$ cat config.mk
export PLATFORM = sky130hd
export DESIGN_NAME = iomem_fabric
export DESIGN_NICKNAME = d
export VERILOG_FILES = /design/src/rtl/iomem_fabric.sv
export SDC_FILE = /design/constraint.sdc
export NUM_CORES = 1
export LEC_CHECK = 0
export BUFFER_PORTS_ARGS = -buffer_cell sky130_fd_sc_hd__buf_2
export CAP_MARGIN = 15
export CORE_AREA = 2 2 123 125
export CTS_CLUSTER_DIAMETER = 30
export DETAILED_ROUTE_END_ITERATION = 6
export DIE_AREA = 0 0 125 127
export PLACE_DENSITY = 0.68
export SETUP_SLACK_MARGIN = 0.5
export SLEW_MARGIN = 10
export SYNTH_ARGS = -nofsm -noshare
export SYNTH_HDL_FRONTEND = slang
export SYNTH_SLANG_ARGS = --single-unit
$ cat constraint.sdc
create_clock -name clk -period 2 [get_ports clk]
set_input_delay 0 -clock clk [delete_from_list [all_inputs] [get_ports clk]]
set_output_delay 0 -clock clk [all_outputs]
set_load 0.005 [all_outputs]
$ cat src/rtl/iomem_fabric.sv
// PicoSoC iomem interconnect: registered page decode, one transaction at a time, bus-error on unmapped pages.
// Optional slave-timeout watchdog enabled by defining IOMEM_FABRIC_TIMEOUT_EN.
module iomem_fabric #(
  parameter int          NUM_SLAVES     = 4,
  parameter logic [7:0]  BASE_PAGE      = 8'h03,
  parameter int          TIMEOUT_CYCLES = 255,
  parameter logic [31:0] ERR_DATA       = 32'hDEAD_BEEF
) (
  input  logic                     clk,
  input  logic                     reset,
  input  logic                     iomem_valid,
  output logic                     iomem_ready,
  input  logic [3:0]               iomem_wstrb,
  input  logic [31:0]              iomem_addr,
  input  logic [31:0]              iomem_wdata,
  output logic [31:0]              iomem_rdata,
  output logic [NUM_SLAVES-1:0]    s_valid,
  input  logic [NUM_SLAVES-1:0]    s_ready,
  input  logic [32*NUM_SLAVES-1:0] s_rdata,
  output logic [3:0]               s_wstrb,
  output logic [31:0]              s_addr,
  output logic [31:0]              s_wdata,
  output logic                     bus_err,
  output logic [7:0]               err_status
);

  localparam logic [1:0] S_IDLE   = 2'd0;
  localparam logic [1:0] S_ACTIVE = 2'd1;
  localparam logic [1:0] S_RESP   = 2'd2;
  localparam logic [8:0] NS9      = 9'(NUM_SLAVES);

  if (NUM_SLAVES < 1 || NUM_SLAVES > 16) begin : g_bad_ns
    $error("iomem_fabric: NUM_SLAVES out of range");
  end
  if (TIMEOUT_CYCLES < 1 || TIMEOUT_CYCLES > 65535) begin : g_bad_to
    $error("iomem_fabric: TIMEOUT_CYCLES out of range");
  end

  logic [1:0]            state_q, state_d;
  logic [NUM_SLAVES-1:0] svalid_q, svalid_d;
  logic [31:0]           rdata_q, rdata_d;
  logic                  ready_q, ready_d;
  logic                  berr_q, berr_d;
  logic                  pend_q, pend_d;
  logic [31:0]           addr_q, addr_d;
  logic [31:0]           wdata_q, wdata_d;
  logic [3:0]            wstrb_q, wstrb_d;
  logic [3:0]            slot_q, slot_d;
  logic [7:0]            err_q, err_d;
`ifdef IOMEM_FABRIC_TIMEOUT_EN
  logic [15:0]           cnt_q, cnt_d;
`endif

  logic [7:0]  page_off;
  logic        mapped;
  logic [31:0] sel_rdata;
  logic        sel_ready;

  // Only the selected slot's ready/rdata are visible to the sequencer.
  always_comb begin
    sel_rdata = '0;
    sel_ready = 1'b0;
    for (int i = 0; i < NUM_SLAVES; i++) begin
      if (slot_q == 4'(i)) begin
        sel_rdata = s_rdata[i*32 +: 32];
        sel_ready = s_ready[i];
      end
    end
  end

  always_comb begin
    page_off = iomem_addr[31:24] - BASE_PAGE;
    mapped   = {1'b0, page_off} < NS9;
    state_d  = state_q;
    svalid_d = svalid_q;
    rdata_d  = rdata_q;
    ready_d  = 1'b0;
    berr_d   = 1'b0;
    pend_d   = pend_q;
    addr_d   = addr_q;
    wdata_d  = wdata_q;
    wstrb_d  = wstrb_q;
    slot_d   = slot_q;
    err_d    = err_q;
`ifdef IOMEM_FABRIC_TIMEOUT_EN
    cnt_d    = cnt_q;
`endif
    case (state_q)
      S_IDLE: begin
        if (iomem_valid) begin
          addr_d  = iomem_addr;
          wdata_d = iomem_wdata;
          wstrb_d = iomem_wstrb;
          slot_d  = page_off[3:0];
          if (mapped) begin
            for (int i = 0; i < NUM_SLAVES; i++) svalid_d[i] = (page_off == 8'(i));
            pend_d  = 1'b0;
            state_d = S_ACTIVE;
`ifdef IOMEM_FABRIC_TIMEOUT_EN
            cnt_d   = '0;
`endif
          end else begin
            rdata_d  = ERR_DATA;
            err_d[6] = 1'b1;
            pend_d   = 1'b1;
            state_d  = S_RESP;
          end
        end
      end
      S_ACTIVE: begin
        // Ready is checked first so it wins over a coincident expiry.
        if (sel_ready) begin
          rdata_d  = sel_rdata;
          svalid_d = '0;
          pend_d   = 1'b0;
          state_d  = S_RESP;
        end
`ifdef IOMEM_FABRIC_TIMEOUT_EN
        else if (cnt_q == 16'(TIMEOUT_CYCLES - 1)) begin
          svalid_d   = '0;
          rdata_d    = ERR_DATA;
          err_d[7]   = 1'b1;
          err_d[3:0] = slot_q;
          pend_d     = 1'b1;
          state_d    = S_RESP;
        end else begin
          cnt_d = cnt_q + 16'd1;
        end
`endif
      end
      S_RESP: begin
        // First RESP cycle raises the pulse, second retires it; master drops valid meanwhile.
        if (!ready_q) begin
          ready_d = 1'b1;
          berr_d  = pend_q;
        end else begin
          state_d = S_IDLE;
        end
      end
      default: state_d = S_IDLE;
    endcase
  end

  always_ff @(posedge clk) begin
    if (reset) begin
      state_q  <= S_IDLE;
      svalid_q <= '0;
      rdata_q  <= '0;
      ready_q  <= 1'b0;
      berr_q   <= 1'b0;
      pend_q   <= 1'b0;
      addr_q   <= '0;
      wdata_q  <= '0;
      wstrb_q  <= '0;
      slot_q   <= '0;
      err_q    <= '0;
`ifdef IOMEM_FABRIC_TIMEOUT_EN
      cnt_q    <= '0;
`endif
    end else begin
      state_q  <= state_d;
      svalid_q <= svalid_d;
      rdata_q  <= rdata_d;
      ready_q  <= ready_d;
      berr_q   <= berr_d;
      pend_q   <= pend_d;
      addr_q   <= addr_d;
      wdata_q  <= wdata_d;
      wstrb_q  <= wstrb_d;
      slot_q   <= slot_d;
      err_q    <= err_d;
`ifdef IOMEM_FABRIC_TIMEOUT_EN
      cnt_q    <= cnt_d;
`endif
    end
  end

  assign iomem_ready = ready_q;
  assign iomem_rdata = rdata_q;
  assign bus_err     = berr_q;
  assign s_valid     = svalid_q;
  assign s_addr      = addr_q;
  assign s_wdata     = wdata_q;
  assign s_wstrb     = wstrb_q;
  assign err_status  = err_q;

endmodule

* After elaboration in Yosys (flattened, before gate mapping)
Index checks and enable logic that the tools add are counted.
** Word-level totals
- Register bits :: 114
- Output and inout bits :: 114
- Logic and storage cells :: 66
** Cells by class
- Add/subtract/negate cells :: 1
- Order comparisons :: 1
- Eq/ne operators :: 13
- Mux-type cells :: 26
- Bitwise operators :: 2
- Reductions and logical operators :: 12
** Operator list (count)
- $mux W32 :: 7
- $pmux W32 S2 :: 1
- $eq A8 B2 Y1 const B :: 2
- $mux W4 :: 3
- $ne A2 B2 Y1 const B :: 5
- $reduce_and A3 Y1 :: 3
- $eq A4 B2 Y1 const B :: 2
- $eq A8 B1 Y1 const B :: 1
- $logic_not A8 Y1 :: 1
- $lt A8 B3 Y1 const B :: 1
- $mux W1 :: 8
- $mux W2 :: 4
- $pmux W4 S2 :: 1
- $reduce_and A4 Y1 :: 2
- $sub A8 B2 Y8 const B :: 1
- $pmux W2 S3 :: 1
- $eq A4 B1 Y1 const B :: 1
- $logic_not A4 Y1 :: 1
- $reduce_or A3 Y1 :: 1
- $eq A2 B1 Y1 const B :: 1
- $eq A2 B2 Y1 const B :: 1
- $logic_not A2 Y1 :: 1
- $not A1 Y1 :: 2
- $pmux W1 S2 :: 1
- 3 further kinds :: 3

* Logic depth before layout (Yosys ltp)
Gate-level depths: netlist (run 1).
- Depth in word-level cells :: 7
- Mapped depth :: 7
- Mapped depth without buffers :: 6

* Worst setup path before layout (run 1)
Ideal clock, no wire load.
- Path type :: register to register
- Start :: register slot_q[1]
- End :: register rdata_q[10] (netlist: iomem_rdata[10])
- Data arrival time :: 1.547 ns
- Required time :: 1.881 ns
- Path slack :: 0.334 ns
- Cell stages (with the launch flop) :: 8
- Buffers on the path :: 2
- Cell sequence :: dfxtp_1 -> buf_2 -> nor2b_1 -> o22ai_1 -> a221oi_2 -> a211oi_4 -> buf_6 -> o221a_2
** On the way
- Word-level cells in the longest chain between the ends :: 7
- Elaborated cells on any way between the ends :: 16
- Those cells by class :: eq/ne (4); mux (10); reduce/logical (2)
** RTL lines
- from (decl) :: line 48 : logic [3:0] slot_q, slot_d;
- from (signal assigned) :: line 170 : slot_q <= slot_d;
- $logic_not A4 Y1 :: line 64 : if (slot_q == 4'(i)) begin
- $mux W1 / $mux W32 (equally long branches) (4 in series) :: line 64
- $ne A2 B2 Y1 (no line) / $mux W32 (equally long branches)
- $reduce_and A4 Y1 (no line) / $pmux W32 S2 (equally long branches)
- to (signal assigned) :: line 163 : rdata_q <= rdata_d;
- to (decl) :: line 41 : logic [31:0] rdata_q, rdata_d;
Parallel ways exist; a longest one is shown, timed or not. The select of a mux whose other input is x is not followed.
A chain may end at the register's enable or synchronous reset.

* Worst setup path after layout (run 1)
- Start :: register slot_q[3]
- End :: register svalid_q[0] (netlist: s_valid[0])
** On the way
- Word-level cells in the longest chain between the ends :: 7
- Elaborated cells on any way between the ends :: 10
- Those cells by class :: eq/ne (4); mux (4); reduce/logical (2)
** RTL lines
- $logic_not A4 Y1 :: line 64
- $mux W1 (3 in series) :: line 64
- $mux W1 (*) :: line 64
- $ne A2 B2 Y1 (no line) (*)
- $reduce_and A4 Y1 (no line) (*)
- to (signal assigned) :: line 162 : svalid_q <= svalid_d;
- to (decl) :: line 40 : logic [NUM_SLAVES-1:0] svalid_q, svalid_d;
Every way passes the cells marked *; elsewhere a longest branch is shown, timed or not.

==> flow_metrics.env, run 1 <==
export IMPL_vdd_drop_max_mv=0.5160
export IMPL_htree_levels=4
export IMPL_cp_cell_sequence="and4bb_2 > a221oi_4 > buf_6 > buf_6 > or3_4 > a32o_1"
export IMPL_maxCapViolCount=0
export IMPL_antenna_left=0
export IMPL_critPathKind="flop to flop"
export IMPL_switching_power_mw=1.841
export IMPL_grt_overflow=0
export IMPL_grt_first_pass_wirelength_um=30240
export IMPL_drt_initial_drc_count=203
export IMPL_syn_area_um2=5109
export IMPL_critPathMaxFanout=4
export IMPL_grt_max_degree=58
export IMPL_yosys_warnings=0
export IMPL_cts_buffers=17
export IMPL_clock_latency_ns=0.41
export IMPL_worstHoldPathType="input port to flop"
export IMPL_clockRootBuffer="clkbuf_16"
export IMPL_setup_worst_path_end_class="flop"
export IMPL_antenna_found_initial=5
export IMPL_critPathRequiredTime_ns=2.30
export IMPL_synth_seq_cells=114
export IMPL_cp_common_cell="buf_6"
export IMPL_critical_path_startpoint_type="flop"
export IMPL_slew_viol_final=0
export IMPL_vias=5956
export IMPL_fp_dieH_um=127
export IMPL_status="finished clean"
export IMPL_place_inst=1045
export IMPL_wl_um=19460
export IMPL_regArea_um2=2297
export IMPL_crit_slowest_cell="dfxtp_4"
export IMPL_syn_area_per_cell_um2=8.673
export IMPL_nets=1188
export IMPL_power_clock_fraction_pct=45.1
export IMPL_path_buf_inv=2
export IMPL_leakagePower_nw=4.006
export IMPL_drt_pass1_iter_count=4
export IMPL_via_per_inst=5.043
export IMPL_hpwl_um=12300
export IMPL_syn_inst=589
export IMPL_fmax_mhz=575.1
export IMPL_port_buffers=309
export IMPL_fin_crit_ns=1.739
export IMPL_intPower_mw=5.118
export IMPL_wl_per_cell_um=16.48
export IMPL_final_cell_area_um2=8732
export IMPL_num_rows=44
export IMPL_ios=317
export IMPL_multiInputGateArea_um2=2843
export IMPL_worstPathArrival_ns=2.04
export IMPL_swShare_pct=26.46
export IMPL_p_seq_share_pct=36.0
export IMPL_setup_tns_ns=0
export IMPL_critPathMaxStageDelay_ns=0.36
export IMPL_fin_util_pct=60.54
export IMPL_drive_above_1_share_pct=43.50
export IMPL_power_frac_comb_pct=18.9
export IMPL_yosysSeqAreaShare_pct=44.67
export IMPL_nFillCells=1237
export IMPL_cts_sinks=114
export IMPL_cts_tree="built"
export IMPL_post_route_drc_count=0
export IMPL_ys_flop_type="dfxtp_1"
export IMPL_rsz0062_at_grt="yes"
export IMPL_die_area_um2=15880
export IMPL_fin_skew_ns=0.006470
export IMPL_die_w_um=125
export IMPL_fin_cells=1181
export IMPL_initial_core_util_pct=35.42
export IMPL_syn_to_final_growth_pct=70.93
export IMPL_finalCritPeriodShare_pct=86.95
export IMPL_hold_viol_final=0
export IMPL_clk_pin_slew_worst_paths_ns=0.06
export IMPL_clock_tree_buffer_depth=2
export IMPL_synth_cell_type_count=43
export IMPL_finalSetupViolCount=0
export IMPL_synth_async_reset_ratio_pct=0
export IMPL_gp_congestion=0.7962
export IMPL_track_usage_pct=23.62
export IMPL_grt_pass1_vias=5979
export IMPL_critPathTopFamily="simple AND/OR/NAND/NOR gates"
export IMPL_core_um2=14420
export IMPL_power_density_nw_per_um2=796.9
export IMPL_placed_area_um2=6907
export IMPL_synth_edf_count=0
-- synthesized netlist by cell type (2+ instances only) --
master	number	area, µm²
nand2_1	152	570.6
dfxtp_1	114	2282
a21oi_1	75	375.4
mux2i_1	56	560.5
clkbuf_1	39	146.4
o22ai_1	25	156.4
o221a_2	24	270.3
nor2_1	16	60.06
nor2b_1	10	62.56
a211oi_1	9	67.56
o221ai_1	8	70.07
buf_4	7	52.55
buf_2	5	25.02
ha_1	5	62.56
inv_1	5	18.77
a32o_1	4	40.04
buf_6	3	33.78
nor3_1	3	15.01
or3_1	3	18.77
and2_1	2	12.51
buf_1	2	7.510
-- flip-flops by register name, indices dropped and copies added, names as in the netlist, 2 cells and up --
name and count:
s_addr 32, iomem_rdata 32, state_q 2, s_wstrb 4
slot_q 4, s_valid 4, s_wdata 32
-- stage by stage --
stage / worst slack, ns / power [mW] / hold slack (ns)
detailed placement: -0.1468 / 3.599 / 0.2455
CTS: 0.2808 / 6.969 / 0.004091
finish: 0.2611 / 6.959 / 0.02089
global route: 0.2135 / 7.263 / 0.02029
floorplan: 0.4106 / 3.125 / 0.1360
global placement: -0.1098 / 3.585 / 0.2398
-- worst register-to-register path: stages (launching register included) --
cell and delay, ns:
dfxtp_4 0.36, and4bb_2 0.35, a221oi_4 0.09, buf_6 0.14, buf_6 0.12, or3_4 0.35, a32o_1 0.23
-- per-layer routing --
layer  vias to the layer above  track usage (%)  routed length (µm)
li1                       2867                -                   -
met1                      2771            26.91                7716
met2                       281            40.47                9567
met3                        35            8.543                1690
met4                         2            9.477                 473
met5                         -                0                  13
-- cell usage in the layout, fill, tap and decap left out, types with 2 or more instances in the layout --
master	netlist	routed
inv_1	5	4
dfxtp_4	0	4
nor2b_1	10	9
a32o_1	4	4
bufinv_16	0	3
buf_6	3	9
clkbuf_16	0	18
a211oi_4	1	2
inv_6	0	3
inv_2	1	2
o22ai_2	0	2
o221a_2	24	13
nand2_1	152	151
o221a_4	0	11
a211oi_1	9	9
or3_4	0	3
diode_2	0	4
dfxtp_1	114	110
buf_12	0	4
ha_1	5	4
nor3_2	0	2
nor2_1	16	16
o22ai_1	25	23
clkinv_4	0	4
conb_1	1	7
clkinvlp_4	0	3
a21oi_1	75	74
mux2i_1	56	56
buf_4	7	12
a21oi_2	1	2
buf_2	5	309
dlygate4sd3_1	0	84
o221ai_2	0	8
-- final timing paths --
| check | startpoint | to | slack [ns] | cells after the start |
|---|---|---|---|---|
| setup reg to reg | slot_q[3] | s_valid[0] | 0.26 | 6 |
| hold reg to reg | s_addr[9] | s_addr[9] | 0.45 | 2 |
| setup / recovery | slot_q[3] | s_valid[0] | 0.26 | 6 |
| hold / removal | iomem_addr[25] | s_addr[25] | 0.02 | 4 |
-- cell type report --
cell class / instances / share of cell area [%]
multi-input cells: 421 / 32.55
repair buffers: 420 / 31.05
clock inverters: 14 / 2.049
well taps: 184 / 2.636
inverters: 6 / 0.2579
diodes: 4 / 0.1146
flip-flops and latches: 114 / 26.31
clock buffers: 18 / 5.029
-- timing repair --
| item | CTS | global route |
|---|---|---|
| hold endpoints to repair | 82 | 0 |
| cloned | 2 | 1 |
| setup endpoints to repair | 38 | 78 |
| setup buffers | 13 | 0 |
| pin swaps | 8 | 4 |
| hold buffers | 84 | 0 |
| resized for setup | 30 | 8 |
-- power by group through the flow --
stage          clock network (mW)  logic (mW)  registers (mW)
6_report                     3.14        1.31            2.51
5_1_grt                      3.31        1.43            2.52
4_1_cts                      3.20        1.27            2.50
3_5_place_dp                    0        1.05            2.55
3_3_place_gp                    0        1.04            2.54
2_1_floorplan                   0       0.569            2.56
-- kinds of logic after synthesis --
logic type / share of synthesized area (%)
compound gates: 21.14
xor+xnor: 0.1715
fa+ha+maj: 1.225
buf+inv: 5.633
flops: 44.67
mux: 10.97
other cells: 0.07340
simple gates: 16.12
Note: power is estimated with default switching activity, not from simulation.
==> inputs of run 2 (changes only) <==
- BUFFER_PORTS_ARGS: -buffer_cell sky130_fd_sc_hd__buf_2 -> not set
- CORE_AREA: 2 2 123 125 -> 2 2 124 126
- DIE_AREA: 0 0 125 127 -> 0 0 126 128
- DONT_BUFFER_PORTS: not set -> 1
- PLACE_DENSITY: 0.68 -> not set
==> flow_metrics.env, run 2 <==
export IMPL_status="did not finish"
export IMPL_lastStage="clock tree synthesis (4_1_cts)"
export IMPL_firstError="[ERROR RSZ-0060] Max buffer count reached."
export IMPL_syn_area_um2=5109
export IMPL_syn_inst=589
export IMPL_yosysSeqAreaShare_pct=44.67
export IMPL_synth_async_reset_ratio_pct=0
export IMPL_ctsHoldBuffers=156
export IMPL_synth_top_area_share_pct=44.67
export IMPL_synth_common_cells="nand2_1, dfxtp_1, a21oi_1"
export IMPL_synth_area_leaders="dfxtp_1, nand2_1, mux2i_1"
export IMPL_clockRootBuffer="clkbuf_16"
export IMPL_synth_cell_type_count=43
export IMPL_ys_flop_type="dfxtp_1"
export IMPL_yosysTopAreaCell="dfxtp_1"
export IMPL_ios=317
export IMPL_yosys_warnings=0
export IMPL_die_w_um=126
export IMPL_yosysMostFrequentCell="nand2_1"
export IMPL_htree_levels=4
export IMPL_cts_buffers=17
export IMPL_cts_sinks=114
export IMPL_num_rows=45
export IMPL_fp_dieH_um=128
export IMPL_initial_core_util_pct=34.37
export IMPL_syn_area_per_cell_um2=8.673
export IMPL_cts_resized=14
export IMPL_synth_seq_cells=114
export IMPL_post_cts_buffers=10
export IMPL_hpwl_um=11040
export IMPL_clock_tree_buffer_depth=2
export IMPL_synth_edf_count=0
export IMPL_gp_congestion=0.8427
export IMPL_port_buffers=0
==> run 2: cell counts after synthesis <==
No cell type changed its count.
==> run 2: cells by family after synthesis <==
logic type / Yosys count / share of synthesized area, %
compound gates: 155 / 21.14
xor+xnor: 1 / 0.1715
fa+ha+maj: 5 / 1.225
buf+inv: 62 / 5.633
flops: 114 / 44.67
mux: 56 / 10.97
other cells: 1 / 0.07340
simple gates: 195 / 16.12
==> run 2: metrics by stage <==
step	worst slack [ns]	hold slack (ns)	utilization (%)	cell area [µm²]	instances
3_5_place_dp	-0.1920	0.07239	35.66	5300	733
3_3_place_gp	-0.08040	0.07014	35.66	5300	733
2_1_floorplan	0.4106	0.1360	-	5268	595
==> inputs of run 3 (changes only) <==
- CORE_AREA: 2 2 124 126 -> 2 2 123 125
- CTS_CLUSTER_DIAMETER: 30 -> not set
- DIE_AREA: 0 0 126 128 -> 0 0 125 127
- PLACE_DENSITY_LB_ADDON: not set -> 0.15
- SETUP_SLACK_MARGIN: 0.5 -> not set
==> flow_metrics.env, run 3 <==
export IMPL_status="did not finish"
export IMPL_lastStage="clock tree synthesis (4_1_cts)"
export IMPL_firstError="[ERROR RSZ-0060] Max buffer count reached."
export IMPL_synth_top_area_share_pct=44.67
export IMPL_cts_buffers=17
export IMPL_hpwl_um=11300
export IMPL_fp_dieH_um=127
export IMPL_cts_sinks=114
export IMPL_dp_slack_ns=-0.1293
export IMPL_yosys_warnings=0
export IMPL_clockRootBuffer="clkbuf_16"
export IMPL_synth_edf_count=0
export IMPL_post_cts_buffers=0
export IMPL_port_buffers=0
export IMPL_syn_area_per_cell_um2=8.673
export IMPL_ys_flop_type="dfxtp_1"
export IMPL_synth_common_cells="nand2_1, dfxtp_1, a21oi_1"
export IMPL_synth_area_leaders="dfxtp_1, nand2_1, mux2i_1"
export IMPL_htree_levels=4
export IMPL_synth_seq_cells=114
export IMPL_ctsHoldBuffers=155
export IMPL_die_w_um=125
export IMPL_num_rows=44
export IMPL_yosysSeqAreaShare_pct=44.67
export IMPL_initial_core_util_pct=35.42
export IMPL_yosysTopAreaCell="dfxtp_1"
export IMPL_yosysMostFrequentCell="nand2_1"
export IMPL_syn_area_um2=5109
export IMPL_ios=317
export IMPL_cts_resized=2
export IMPL_synth_async_reset_ratio_pct=0
export IMPL_synth_cell_type_count=43
export IMPL_gp_congestion=0.8091
export IMPL_clock_tree_buffer_depth=2
export IMPL_syn_inst=589
[run 3: cell counts after synthesis]
No cell type changed its count.
[run 3: logic make-up after synthesis]
| logic type | share of synthesized area [%] |
|---|---|
| simple gates | 16.12 |
| compound gates | 21.14 |
| flops | 44.67 |
| buf+inv | 5.633 |
| mux | 10.97 |
| fa+ha+maj | 1.225 |
| other cells | 0.07340 |
| xor+xnor | 0.1715 |
[run 3: through the flow]
stage | cell area (µm²) | hold WS [ns] | instances | TNS (ns)
after floorplan | 5131 | 0.1360 | 595 | 0
after global placement | 5236 | 0.07098 | 734 | -2.278
after detailed placement | 5236 | 0.07164 | 734 | -2.916
